### config.mk
export PLATFORM = sky130hd
export DESIGN_NAME = wb_addr_seq
export DESIGN_NICKNAME = d
export VERILOG_FILES = /design/src/rtl/vrf_pkg.sv /design/src/rtl/wb_desc_fifo.sv /design/src/rtl/wb_addr_seq.sv
export SDC_FILE = /design/constraint.sdc
export NUM_CORES = 1
export LEC_CHECK = 0
export CORE_ASPECT_RATIO = 0.75
export CORE_MARGIN = 2
export CORE_UTILIZATION = 40
export CTS_CLUSTER_SIZE = 8
export DETAILED_ROUTE_END_ITERATION = 12
export GPL_TIMING_DRIVEN = 0
export PLACE_DENSITY_LB_ADDON = 0.3
export SLEW_MARGIN = 20
export SYNTH_ARGS = -nofsm -noshare
export SYNTH_HDL_FRONTEND = slang
export SYNTH_SLANG_ARGS = --single-unit
### constraint.sdc
create_clock -name clk -period 11.3 [get_ports clk]
set_input_delay 1.13 -clock clk [delete_from_list [all_inputs] [get_ports clk]]
set_output_delay 1.13 -clock clk [all_outputs]
set_load 0.01 [all_outputs]
### src/rtl/vrf_pkg.sv
// -----------------------------------------------------------------------------
// vrf_pkg
// Shared vector-register-file definitions. The write-back address sequencer
// and the read address generator both use this package.
//   - VRF geometry constants (register length, port width, address width)
//   - BEATS_PER_REG : number of DATA_WIDTH beats in one vector register
//   - wb_desc_t     : destination register-group descriptor
//   - wb_seq_state_t: sequencer position state
//   - expand_whole_reg(): descriptor for a whole-register op
// -----------------------------------------------------------------------------
package vrf_pkg;

    localparam int VRF_VLEN          = 16384;
    localparam int VRF_DATA_WIDTH    = 64;
    localparam int VRF_ADDR_WIDTH    = 5;
    localparam int VRF_DESC_DEPTH    = 4;
    localparam int BEATS_PER_REG     = VRF_VLEN / VRF_DATA_WIDTH;
    localparam int VRF_OFF_WIDTH     = $clog2(BEATS_PER_REG);
    localparam int VRF_REG_IDX_WIDTH = 3;

    typedef struct packed {
        logic [VRF_ADDR_WIDTH-1:0]    addr;
        logic [VRF_REG_IDX_WIDTH-1:0] max_reg;
        logic [VRF_OFF_WIDTH-1:0]     max_off;
        logic [VRF_OFF_WIDTH-1:0]     off;
    } wb_desc_t;

    typedef enum logic {
        SEQ_IDLE   = 1'b0,
        SEQ_ACTIVE = 1'b1
    } wb_seq_state_t;

    // A whole-register op covers 2^sew full registers starting at offset 0.
    function automatic wb_desc_t expand_whole_reg(
        input logic [VRF_ADDR_WIDTH-1:0] addr,
        input logic [1:0]                sew
    );
        wb_desc_t d;
        d.addr    = addr;
        d.max_reg = VRF_REG_IDX_WIDTH'((4'd1 << sew) - 4'd1);
        d.max_off = VRF_OFF_WIDTH'(BEATS_PER_REG - 1);
        d.off     = '0;
        return d;
    endfunction

endpackage

### src/rtl/wb_desc_fifo.sv
// -----------------------------------------------------------------------------
// wb_desc_fifo
// Small synchronous FIFO with an occupancy count, used to queue write-back
// descriptors. DEPTH must be a power of two so the pointers wrap naturally.
// Pushes to a full FIFO and pops from an empty FIFO are ignored.
// Ports:
//   clk, rst_n : clock, asynchronous active-low reset
//   push, wdata: write request and data
//   pop        : remove the head entry
//   rdata      : head entry (valid while count != 0)
//   count      : number of stored entries, 0..DEPTH
// -----------------------------------------------------------------------------
module wb_desc_fifo #(
    parameter int WIDTH = 8,
    parameter int DEPTH = 4
) (
    input  logic                     clk,
    input  logic                     rst_n,
    input  logic                     push,
    input  logic [WIDTH-1:0]         wdata,
    input  logic                     pop,
    output logic [WIDTH-1:0]         rdata,
    output logic [$clog2(DEPTH):0]   count
);

    localparam int PTR_W = $clog2(DEPTH);
    localparam int CNT_W = PTR_W + 1;

    logic [WIDTH-1:0] mem [DEPTH];
    logic [PTR_W-1:0] wr_ptr;
    logic [PTR_W-1:0] rd_ptr;
    logic             push_ok;
    logic             pop_ok;

    assign push_ok = push && (count != CNT_W'(DEPTH));
    assign pop_ok  = pop && (count != '0);
    assign rdata   = mem[rd_ptr];

    always_ff @(posedge clk or negedge rst_n) begin
        if (!rst_n) begin
            wr_ptr <= '0;
            rd_ptr <= '0;
            count  <= '0;
        end else begin
            if (push_ok) begin
                wr_ptr <= wr_ptr + PTR_W'(1);
            end
            if (pop_ok) begin
                rd_ptr <= rd_ptr + PTR_W'(1);
            end
            case ({push_ok, pop_ok})
                2'b10:   count <= count + CNT_W'(1);
                2'b01:   count <= count - CNT_W'(1);
                default: count <= count;
            endcase
        end
    end

    // Storage needs no reset: an entry is only read after it has been written.
    always_ff @(posedge clk) begin
        if (push_ok) begin
            mem[wr_ptr] <= wdata;
        end
    end

endmodule

### src/rtl/wb_addr_seq.sv
// -----------------------------------------------------------------------------
// wb_addr_seq
// Write-back address sequencer. Destination register-group descriptors are
// queued at issue; each returning result beat is turned into a registered
// VRF write (address, offset, data, start/end flags) one cycle later.
// One descriptor is retired per vector op, either on the producer's
// beat_end or when the last position of the group is written.
//
// Optional feature (compile-time macro WB_BYTE_MASK_EN):
//   adds beat_be/wr_be byte enables; an all-zero beat_be advances the
//   position without asserting wr_en.
//
// Ports:
//   clk, rst_n          clock, asynchronous active-low reset
//   req_*               descriptor push interface (valid/ready)
//   beat_valid/data/end result beats from the functional units
//   wr_en/addr/off/data VRF write port (registered)
//   wr_start, wr_end    first / last write of a descriptor
//   busy                descriptor FIFO non-empty
//   err_mismatch        last position reached without beat_end (pulse)
//   err_orphan          beat arrived with no descriptor queued (pulse)
// -----------------------------------------------------------------------------
module wb_addr_seq
    import vrf_pkg::*;
#(
    parameter int VLEN       = VRF_VLEN,
    parameter int DATA_WIDTH = VRF_DATA_WIDTH,
    parameter int ADDR_WIDTH = VRF_ADDR_WIDTH,
    parameter int OFF_WIDTH  = $clog2(VLEN / DATA_WIDTH),
    parameter int DESC_DEPTH = VRF_DESC_DEPTH
) (
    input  logic                    clk,
    input  logic                    rst_n,
    input  logic                    req_valid,
    output logic                    req_ready,
    input  logic [ADDR_WIDTH-1:0]   req_addr,
    input  logic [2:0]              req_max_reg,
    input  logic [OFF_WIDTH-1:0]    req_max_off,
    input  logic [OFF_WIDTH-1:0]    req_off,
    input  logic                    req_whole_reg,
    input  logic [1:0]              req_sew,
    input  logic                    beat_valid,
    input  logic [DATA_WIDTH-1:0]   beat_data,
    input  logic                    beat_end,
`ifdef WB_BYTE_MASK_EN
    input  logic [DATA_WIDTH/8-1:0] beat_be,
    output logic [DATA_WIDTH/8-1:0] wr_be,
`endif
    output logic                    wr_en,
    output logic [ADDR_WIDTH-1:0]   wr_addr,
    output logic [OFF_WIDTH-1:0]    wr_off,
    output logic [DATA_WIDTH-1:0]   wr_data,
    output logic                    wr_start,
    output logic                    wr_end,
    output logic                    busy,
    output logic                    err_mismatch,
    output logic                    err_orphan
);

    localparam int CNT_W = $clog2(DESC_DEPTH) + 1;

    wb_desc_t        push_desc;
    wb_desc_t        head_desc;
    logic [CNT_W-1:0] fifo_count;
    logic            push;
    logic            pop;

    wb_seq_state_t   state;
    wb_seq_state_t   state_nxt;
    logic [2:0]      cur_reg;
    logic [OFF_WIDTH-1:0] cur_off;
    logic [2:0]      pos_reg;
    logic [OFF_WIDTH-1:0] pos_off;

    logic            beat_take;
    logic            beat_writes;
    logic            is_last;
    logic            retire;
    logic            mismatch;
    logic            orphan;

    // Ready and busy come from the registered count only, so a full FIFO
    // refuses a push even when the head is popped in the same cycle.
    assign req_ready = (fifo_count != CNT_W'(DESC_DEPTH));
    assign busy      = (fifo_count != '0);
    assign push      = req_valid & req_ready;

    // A beat needs a descriptor already at the head; one pushed this cycle
    // is not visible yet.
    assign beat_take = beat_valid & busy;
    assign orphan    = beat_valid & ~busy;

`ifdef WB_BYTE_MASK_EN
    assign beat_writes = |beat_be;
`else
    assign beat_writes = 1'b1;
`endif

    always_comb begin
        if (req_whole_reg) begin
            push_desc = expand_whole_reg(req_addr, req_sew);
        end else begin
            push_desc.addr    = req_addr;
            push_desc.max_reg = req_max_reg;
            push_desc.max_off = req_max_off;
            push_desc.off     = req_off;
        end
    end

    wb_desc_fifo #(
        .WIDTH ($bits(wb_desc_t)),
        .DEPTH (DESC_DEPTH)
    ) u_desc_fifo (
        .clk   (clk),
        .rst_n (rst_n),
        .push  (push),
        .wdata (push_desc),
        .pop   (pop),
        .rdata (head_desc),
        .count (fifo_count)
    );

    always_ff @(posedge clk or negedge rst_n) begin
        if (!rst_n) begin
            state <= SEQ_IDLE;
        end else begin
            state <= state_nxt;
        end
    end

    // pos_* is the position this beat writes: the head's start position
    // from IDLE, otherwise one step past the previous write. The offset
    // wraps at max_off in every register of the group.
    always_comb begin
        state_nxt = state;
        pos_reg   = cur_reg;
        pos_off   = cur_off;
        retire    = 1'b0;
        mismatch  = 1'b0;

        if (state == SEQ_IDLE) begin
            pos_reg = '0;
            pos_off = head_desc.off;
        end else if (cur_off == head_desc.max_off) begin
            pos_reg = cur_reg + 3'd1;
            pos_off = '0;
        end else begin
            pos_off = cur_off + OFF_WIDTH'(1);
        end

        is_last = (pos_reg == head_desc.max_reg) && (pos_off == head_desc.max_off);

        if (beat_take) begin
            retire    = beat_end | is_last;
            mismatch  = is_last & ~beat_end;
            state_nxt = retire ? SEQ_IDLE : SEQ_ACTIVE;
        end

        pop = retire;
    end

    always_ff @(posedge clk or negedge rst_n) begin
        if (!rst_n) begin
            cur_reg <= '0;
            cur_off <= '0;
        end else if (beat_take) begin
            cur_reg <= pos_reg;
            cur_off <= pos_off;
        end
    end

    // Address/offset/data only change on a consumed beat, so they hold
    // their last values through idle gaps and orphan beats.
    always_ff @(posedge clk or negedge rst_n) begin
        if (!rst_n) begin
            wr_en        <= 1'b0;
            wr_start     <= 1'b0;
            wr_end       <= 1'b0;
            err_mismatch <= 1'b0;
            err_orphan   <= 1'b0;
            wr_addr      <= '0;
            wr_off       <= '0;
            wr_data      <= '0;
`ifdef WB_BYTE_MASK_EN
            wr_be        <= '0;
`endif
        end else begin
            wr_en        <= beat_take & beat_writes;
            wr_start     <= beat_take & (state == SEQ_IDLE);
            wr_end       <= retire;
            err_mismatch <= mismatch;
            err_orphan   <= orphan;
            if (beat_take) begin
                wr_addr <= head_desc.addr + ADDR_WIDTH'(pos_reg);
                wr_off  <= pos_off;
                wr_data <= beat_data;
`ifdef WB_BYTE_MASK_EN
                wr_be   <= beat_be;
`endif
            end
        end
    end

endmodule
# --- Word-level counts from Yosys, hierarchy flattened ---
# Memories as Yosys holds them, arrays and structs flattened.
# Index checks and enable logic that the tools add are counted.
classes:
  n_addsub: 8
  eq_ne: 6
  shifts: 1
  n_mux: 11
  bitwise: 9
  reduce_logical: 5
ops:
  columns: ["operator", "count"]
  rows:
  - ["2-to-1 mux 19 bit", 1]
  - ["== test 8 bit", 2]
  - ["2-to-1 mux 8 bit", 2]
  - ["adder 8 x 1 -> 8 bit (second input constant)", 1]
  - ["adder 3 x 1 -> 3 bit (second input constant)", 2]
  - ["2-to-1 mux 3 bit", 2]
  - ["one-hot mux 3 bit (2 select lines)", 1]
  - ["subtractor 3 x 1 -> 3 bit (second input constant)", 2]
  - ["adder 5 x 3 -> 5 bit", 1]
  - ["bitwise AND 1 bit", 5]
  - ["2-to-1 mux 1 bit", 5]
  - ["adder 2 x 1 -> 2 bit (second input constant)", 2]
  - ["== test 3 bit", 1]
  - ["logical AND 1 bit", 3]
  - ["inequality test 3 bit (second input constant)", 1]
  - ["inverter 1 bit", 3]
  - ["nonzero test 3 bit", 1]
  - ["left shift 1 x 2 -> 3 bit (first input constant)", 1]
  - ["== test 2 x 1 -> 1 bit (second input constant)", 1]
  - ["== test 2 bit (second input constant)", 1]
  - ["nonzero test 2 bit", 1]
  - ["bitwise OR 1 bit", 1]
word_totals:
  reg_bits: 93
  ram_bits: 96
  in_bits: 96
  output_inout_bits: 84
  elab_cells: 54
  mem_count: 1
mem_list:
  columns: ["name", "words", "width", "read_ports", "rd_ports_with_merged_regs", "wr", "line_no", "rtl"]
  rows:
  - ["u_desc_fifo.mem", 4, 24, 1, 0, 1, "wb_desc_fifo.sv:29", "logic [WIDTH-1:0] mem [DEPTH];"]

# --- Longest topological paths before layout ---
# An unclocked memory read counts as a cell.
depth:
  ltp_word: 11
  ltp_mapped: 16
  depth_no_buf: 15

# --- Modules after synthesis ---
# A second synthesis with hierarchy kept.
unflattened:
  hier_cells: 683
  hier_area_um2: 8255.4
modules_own_cells:
  columns: ["module", "instances", "cells_each", "area_per_inst_um2", "seq_area_each_um2"]
  rows:
  - ["wb_addr_seq", 1, 520, 4330.4, 2152.1]
  - ["wb_desc_fifo", 1, 163, 3925.0, 3057.9]

# --- Worst setup path after synthesis ---
# No wires, ideal clock.
synth_timing:
  kind: "register to register"
  start: "register u_desc_fifo.rd_ptr[0]"
  end: "register u_desc_fifo.count[2]"
  setup_time_ps: 79
  t_arrival_ps: 3522
  required_ps: 11221
  slack_ps: 7699
  path_stages_with_launch: 16
  path_buffers: 1
  synth_period_minus_slack_ps: 3601
  cell_sequence: "dfrtp_1 > buf_6 > mux4_2 > or4_1 > o32ai_2 > o2111a_1 > o221ai_2 > nor4_4 > a32oi_1 > inv_1 > ha_1 > inv_1 > fa_1 > xor2_1 > nor2_1 > xor2_1"
synth_via:
  elab_chain_len: 11
  elab_cells_between_ends: 16
  classes_between: "5 x eq/ne; 6 x mux; 1 x bitwise; 3 x reduce/logical; 1 x memory"
synth_rtl:
  columns: ["element", "line_no", "rtl"]
  rows:
  - ["start: declaration", "wb_desc_fifo.sv:31", "logic [PTR_W-1:0] rd_ptr;"]
  - ["start signal: assignment", "wb_desc_fifo.sv:49", "rd_ptr <= rd_ptr + PTR_W'(1);"]
  - ["memory (4 x 24 bit) (*)", null, null]
  - ["== test 8 bit", "wb_addr_seq.sv:144", "end else if (cur_off == head_desc.max_off) begin"]
  - ["2-to-1 mux 8 bit / 2-to-1 mux 3 bit (equally long branches)", "wb_addr_seq.sv:144", null]
  - ["2-to-1 mux 8 bit / 2-to-1 mux 3 bit (equally long branches)", "wb_addr_seq.sv:141", "if (state == SEQ_IDLE) begin"]
  - ["== test 8 bit / == test 3 bit (equally long branches)", "wb_addr_seq.sv:151", "is_last = (pos_reg == head_desc.max_reg) && (pos_off == head_desc.max_off);"]
  - ["logical AND 1 bit (*)", "wb_addr_seq.sv:151", null]
  - ["bitwise OR 1 bit (*)", "wb_addr_seq.sv:154", "retire = beat_end | is_last;"]
  - ["2-to-1 mux 1 bit (*)", "wb_addr_seq.sv:153", "if (beat_take) begin"]
  - ["logical AND 1 bit (*)", "wb_desc_fifo.sv:36", "assign pop_ok = pop && (count != '0);"]
  - ["via u_desc_fifo.pop_ok", "wb_desc_fifo.sv:33", "logic pop_ok;"]
  - ["== test 2 x 1 -> 1 bit / == test 2 bit (equally long branches)", "wb_desc_fifo.sv:51", "case ({push_ok, pop_ok})"]
  - ["one-hot mux 3 bit (2 select lines) / nonzero test 2 bit (equally long branches)", null, null]
  - ["end signal: assignment", "wb_desc_fifo.sv:52", "2'b10: count <= count + CNT_W'(1);"]
  - ["end signal: assignment", "wb_desc_fifo.sv:53", "2'b01: count <= count - CNT_W'(1);"]
  - ["end signal: assignment", "wb_desc_fifo.sv:54", "default: count <= count;"]
  - ["end: declaration", "wb_desc_fifo.sv:23", "output logic [$clog2(DEPTH):0] count"]
# The timed path passes the listed nets; every way through them passes the cells marked *.
# A chain may end at the register's enable or synchronous reset.

# --- Worst setup path after layout ---
layout_timing:
  start: "register u_desc_fifo.rd_ptr[1]"
  end: "register u_desc_fifo.count[2]"
# The elaborated chain is that of the path after synthesis.

==> results.cfg <==
[global_routing]
grt_max_degree = 65
grt-ovfl-total = 0
antenna_found_initial = 0
grt_pass1_wl_microns = 30000
grt_pass1_vias = 5499
grtUsageTotal_pct = 18.2

[route]
highest_layer = met4
wl_met1_microns = 8760
drc = 0
drt_iter0_markers = 503
routed_wire_length_per_instance_microns = 16.5
antenna_left = 0
wl_met3_microns = 1100
routed-wl-met2_microns = 8590
drt-pass1-iter-count = 4
vias = 5605
viasPerCell = 4.91
routed_wl_microns = 18900

[cells_and_area]
largest-register = u_desc_fifo.mem
multi_input_area_sq_um = 2760
fin_nets = 978
layout_commonest_cell = nand2_1
fill_cells = 1718
largest_register_ffs = 96
seq_area_sq_um = 5210
fin_util_pct = 54.1
reg_top3 = u_desc_fifo.mem x96, wr_data x64, wr_off x8
drive_gt1_share_pct = 9.17
antenna_cells = 0
layout_common_cells = nand2_1, clkdlybuf4s50_1, edfxtp_1
syn_to_final_growth_pct = 33.3

[timing]
fin_crit_sh_pct = 37.5
skew_ns = 0.0122
period_needed_ns = 4.24
hold_violations = 0
fin_tns_setup_ns = 0
max-slew-margin-rel_pct = 49.2
max_freq_ghz = 0.236
worstMarginPinSlew_ns = 0.761
drv_slew = 0
rsz0062_at_grt = no
setup_viol = 0

[worst_setup_path]
arrival_ns = 4.59
crit_required_ns = 11.65
critPathLaunchType = flip-flop
crit_type = reg -> reg
critPathMaxFanout = 10
endpoint_kind = flip-flop

[clocking]
path_clk_slew_ns = 0.07
cts_tree = done
cts_resized = 0
post-cts-setup-buffers = 0
cts_buffers = 17
worstSkewPairLatency_ns = 0.44
clk_path_buf_depth = 2
cts.sinks = 189
cts_hold_buf = 0
h-tree-depth = 4
cts-root-buf = clkbuf_16

[synth]
avgSynthCellArea_sq_um = 12.2
synth_ff_type = edfxtp_1
muxShareOfSynthArea_pct = 7.34
ys_ff_latch = 189
synth_xor_area_share_pct = 3.20
synth_edf_count = 96
ys_seq_area_share_pct = 63.7
synth_async_sr_flop_share_pct = 49.2
synth_fa_ha_area_share_pct = 2.02
synthSimpleGateAreaFrac_pct = 15.8
synth_compound_gate_area_share_pct = 5.32
synth_cells = 671
yosysWarnings = 0
yosysUniqueCellTypes = 61
synth_nets = 779
syn_area_sq_um = 8180
synth_top_family_by_area = simple AND/OR/NAND/NOR gates

[min_path]
worstHoldPathType = reg -> reg

[floorplanning]
rows = 45
die_y_microns = 128
die-area_sq_um = 21600
die_x_microns = 169
initial_core_util_pct = 40.6
core_sq_um = 20200
pin_count = 180

[power]
p_sw_uw = 948
p_int_uw = 1760
clkPwrFrac_pct = 21.7
leakage_uw = 0.00441
p_seq_share_pct = 38.3
swShare_pct = 35.1
power.density_nw_per_um2 = 248
comb_power_share_pct = 40.0
peakVddDrop_v = 0.0000954

[run]
max_cap_viol_count = 0

[placed_design]
gp_congestion = 0.849
place.port_buffers = 179
dp_hpwl_microns = 13600

[status]
outcome = complete, no violations
==> synthesized netlist by cell type (all sizes together) (3+ instances only) <==
master	number	area share, %
a21o	3	0.28
a21oi	6	0.37
edfxtp	96	35
nand2	221	10
nand4	3	0.23
and3	6	0.46
o22ai	3	0.23
and2	5	0.38
a31oi	3	0.23
a2bb2oi	4	0.43
or2	9	0.69
xor2	13	1.4
o21ai	20	1.3
nor4	3	0.60
inv	24	1.1
nand3	10	0.61
clkbuf	24	1.1
mux4	24	6.7
xnor2	16	1.8
nor2	16	0.76
or3	3	0.23
mux2i	3	0.37
ha	10	1.5
buf	6	0.43
dfrtp	93	28
nor2b	15	1.1
==> layer usage <==
metal  vias to the layer above  GRT usage (%)
met5                         -              0
met4                         0           6.99
met3                        27           3.98
met2                       165           27.7
met1                      2686           25.7
li1                       2727              -
==> path summary, 6_finish.rpt <==
kind | startpoint | end | slack [ns] | depth (start not counted)
setup / recovery | u_desc_fifo.rd_ptr[1] | u_desc_fifo.count[2] | 7.06 | 15
hold / removal | wr_addr[0] | wr_addr[0] | 0.47 | 2
setup reg to reg | u_desc_fifo.rd_ptr[1] | u_desc_fifo.count[2] | 7.06 | 15
hold reg to reg | wr_addr[0] | wr_addr[0] | 0.47 | 2
max in group asynchronous | rst_n | wr_data[22] | 10.12 | 2
min in group asynchronous | rst_n | wr_data[45] | 0.55 | 1
==> stage by stage <==
stage	instance area [sq um]	setup slack [ns]	cells	power [uW]	hold WS, ns
3_5_place_dp	10300	7.11	1109	2140	0.461
5_1_grt	10900	6.67	1141	2880	0.494
6_report	10900	7.06	1141	2700	0.474
4_1_cts	10900	7.08	1141	2730	0.479
3_3_place_gp	10300	5.56	1108	2120	0.457
2_1_floorplan	8180	7.70	671	1660	0.456
==> worst max-delay path: stages, from the launching register on <==
cell and delay, ns:
dfrtp_1 0.47, buf_2 0.32, mux4_2 0.46, xnor2_1 0.21, o2111ai_2 0.23, o21ai_1 0.54
a31oi_1 0.18, nor4_4 0.35, a32oi_1 0.26, inv_1 0.11, ha_1 0.18, inv_1 0.06
fa_1 0.37, xor2_1 0.15, nor2_1 0.11, xor2_1 0.16
==> power groups by stage <==
| stage | clock network, uW | logic (uW) | registers (uW) |
|---|---|---|---|
| floorplan | 0 | 571 | 1090 |
| global placement | 0 | 1070 | 1050 |
| detailed placement | 0 | 1090 | 1050 |
| CTS | 600 | 1090 | 1040 |
| global route | 630 | 1190 | 1060 |
| finish | 586 | 1080 | 1040 |
==> cell families after synthesis <==
| logic type | Yosys count |
|---|---|
| AO/OA/AOI/OAI | 60 |
| XOR/XNOR | 29 |
| adder cells (fa/ha/maj) | 12 |
| buffers and inverters | 55 |
| flip-flops | 189 |
| multiplexers | 29 |
| AND/OR/NAND/NOR | 297 |
==> area by class of cell <==
cell class,instances,area share [%]
clock inverters,14,1.38
repair buffers,180,16.7
multi-input cells,427,25.3
clock buffers,18,3.93
flip-flops and latches,189,47.7
well taps,258,2.96
plain buffers,30,1.15
inverters,25,0.860
Power figures use the tool's default switching activity.
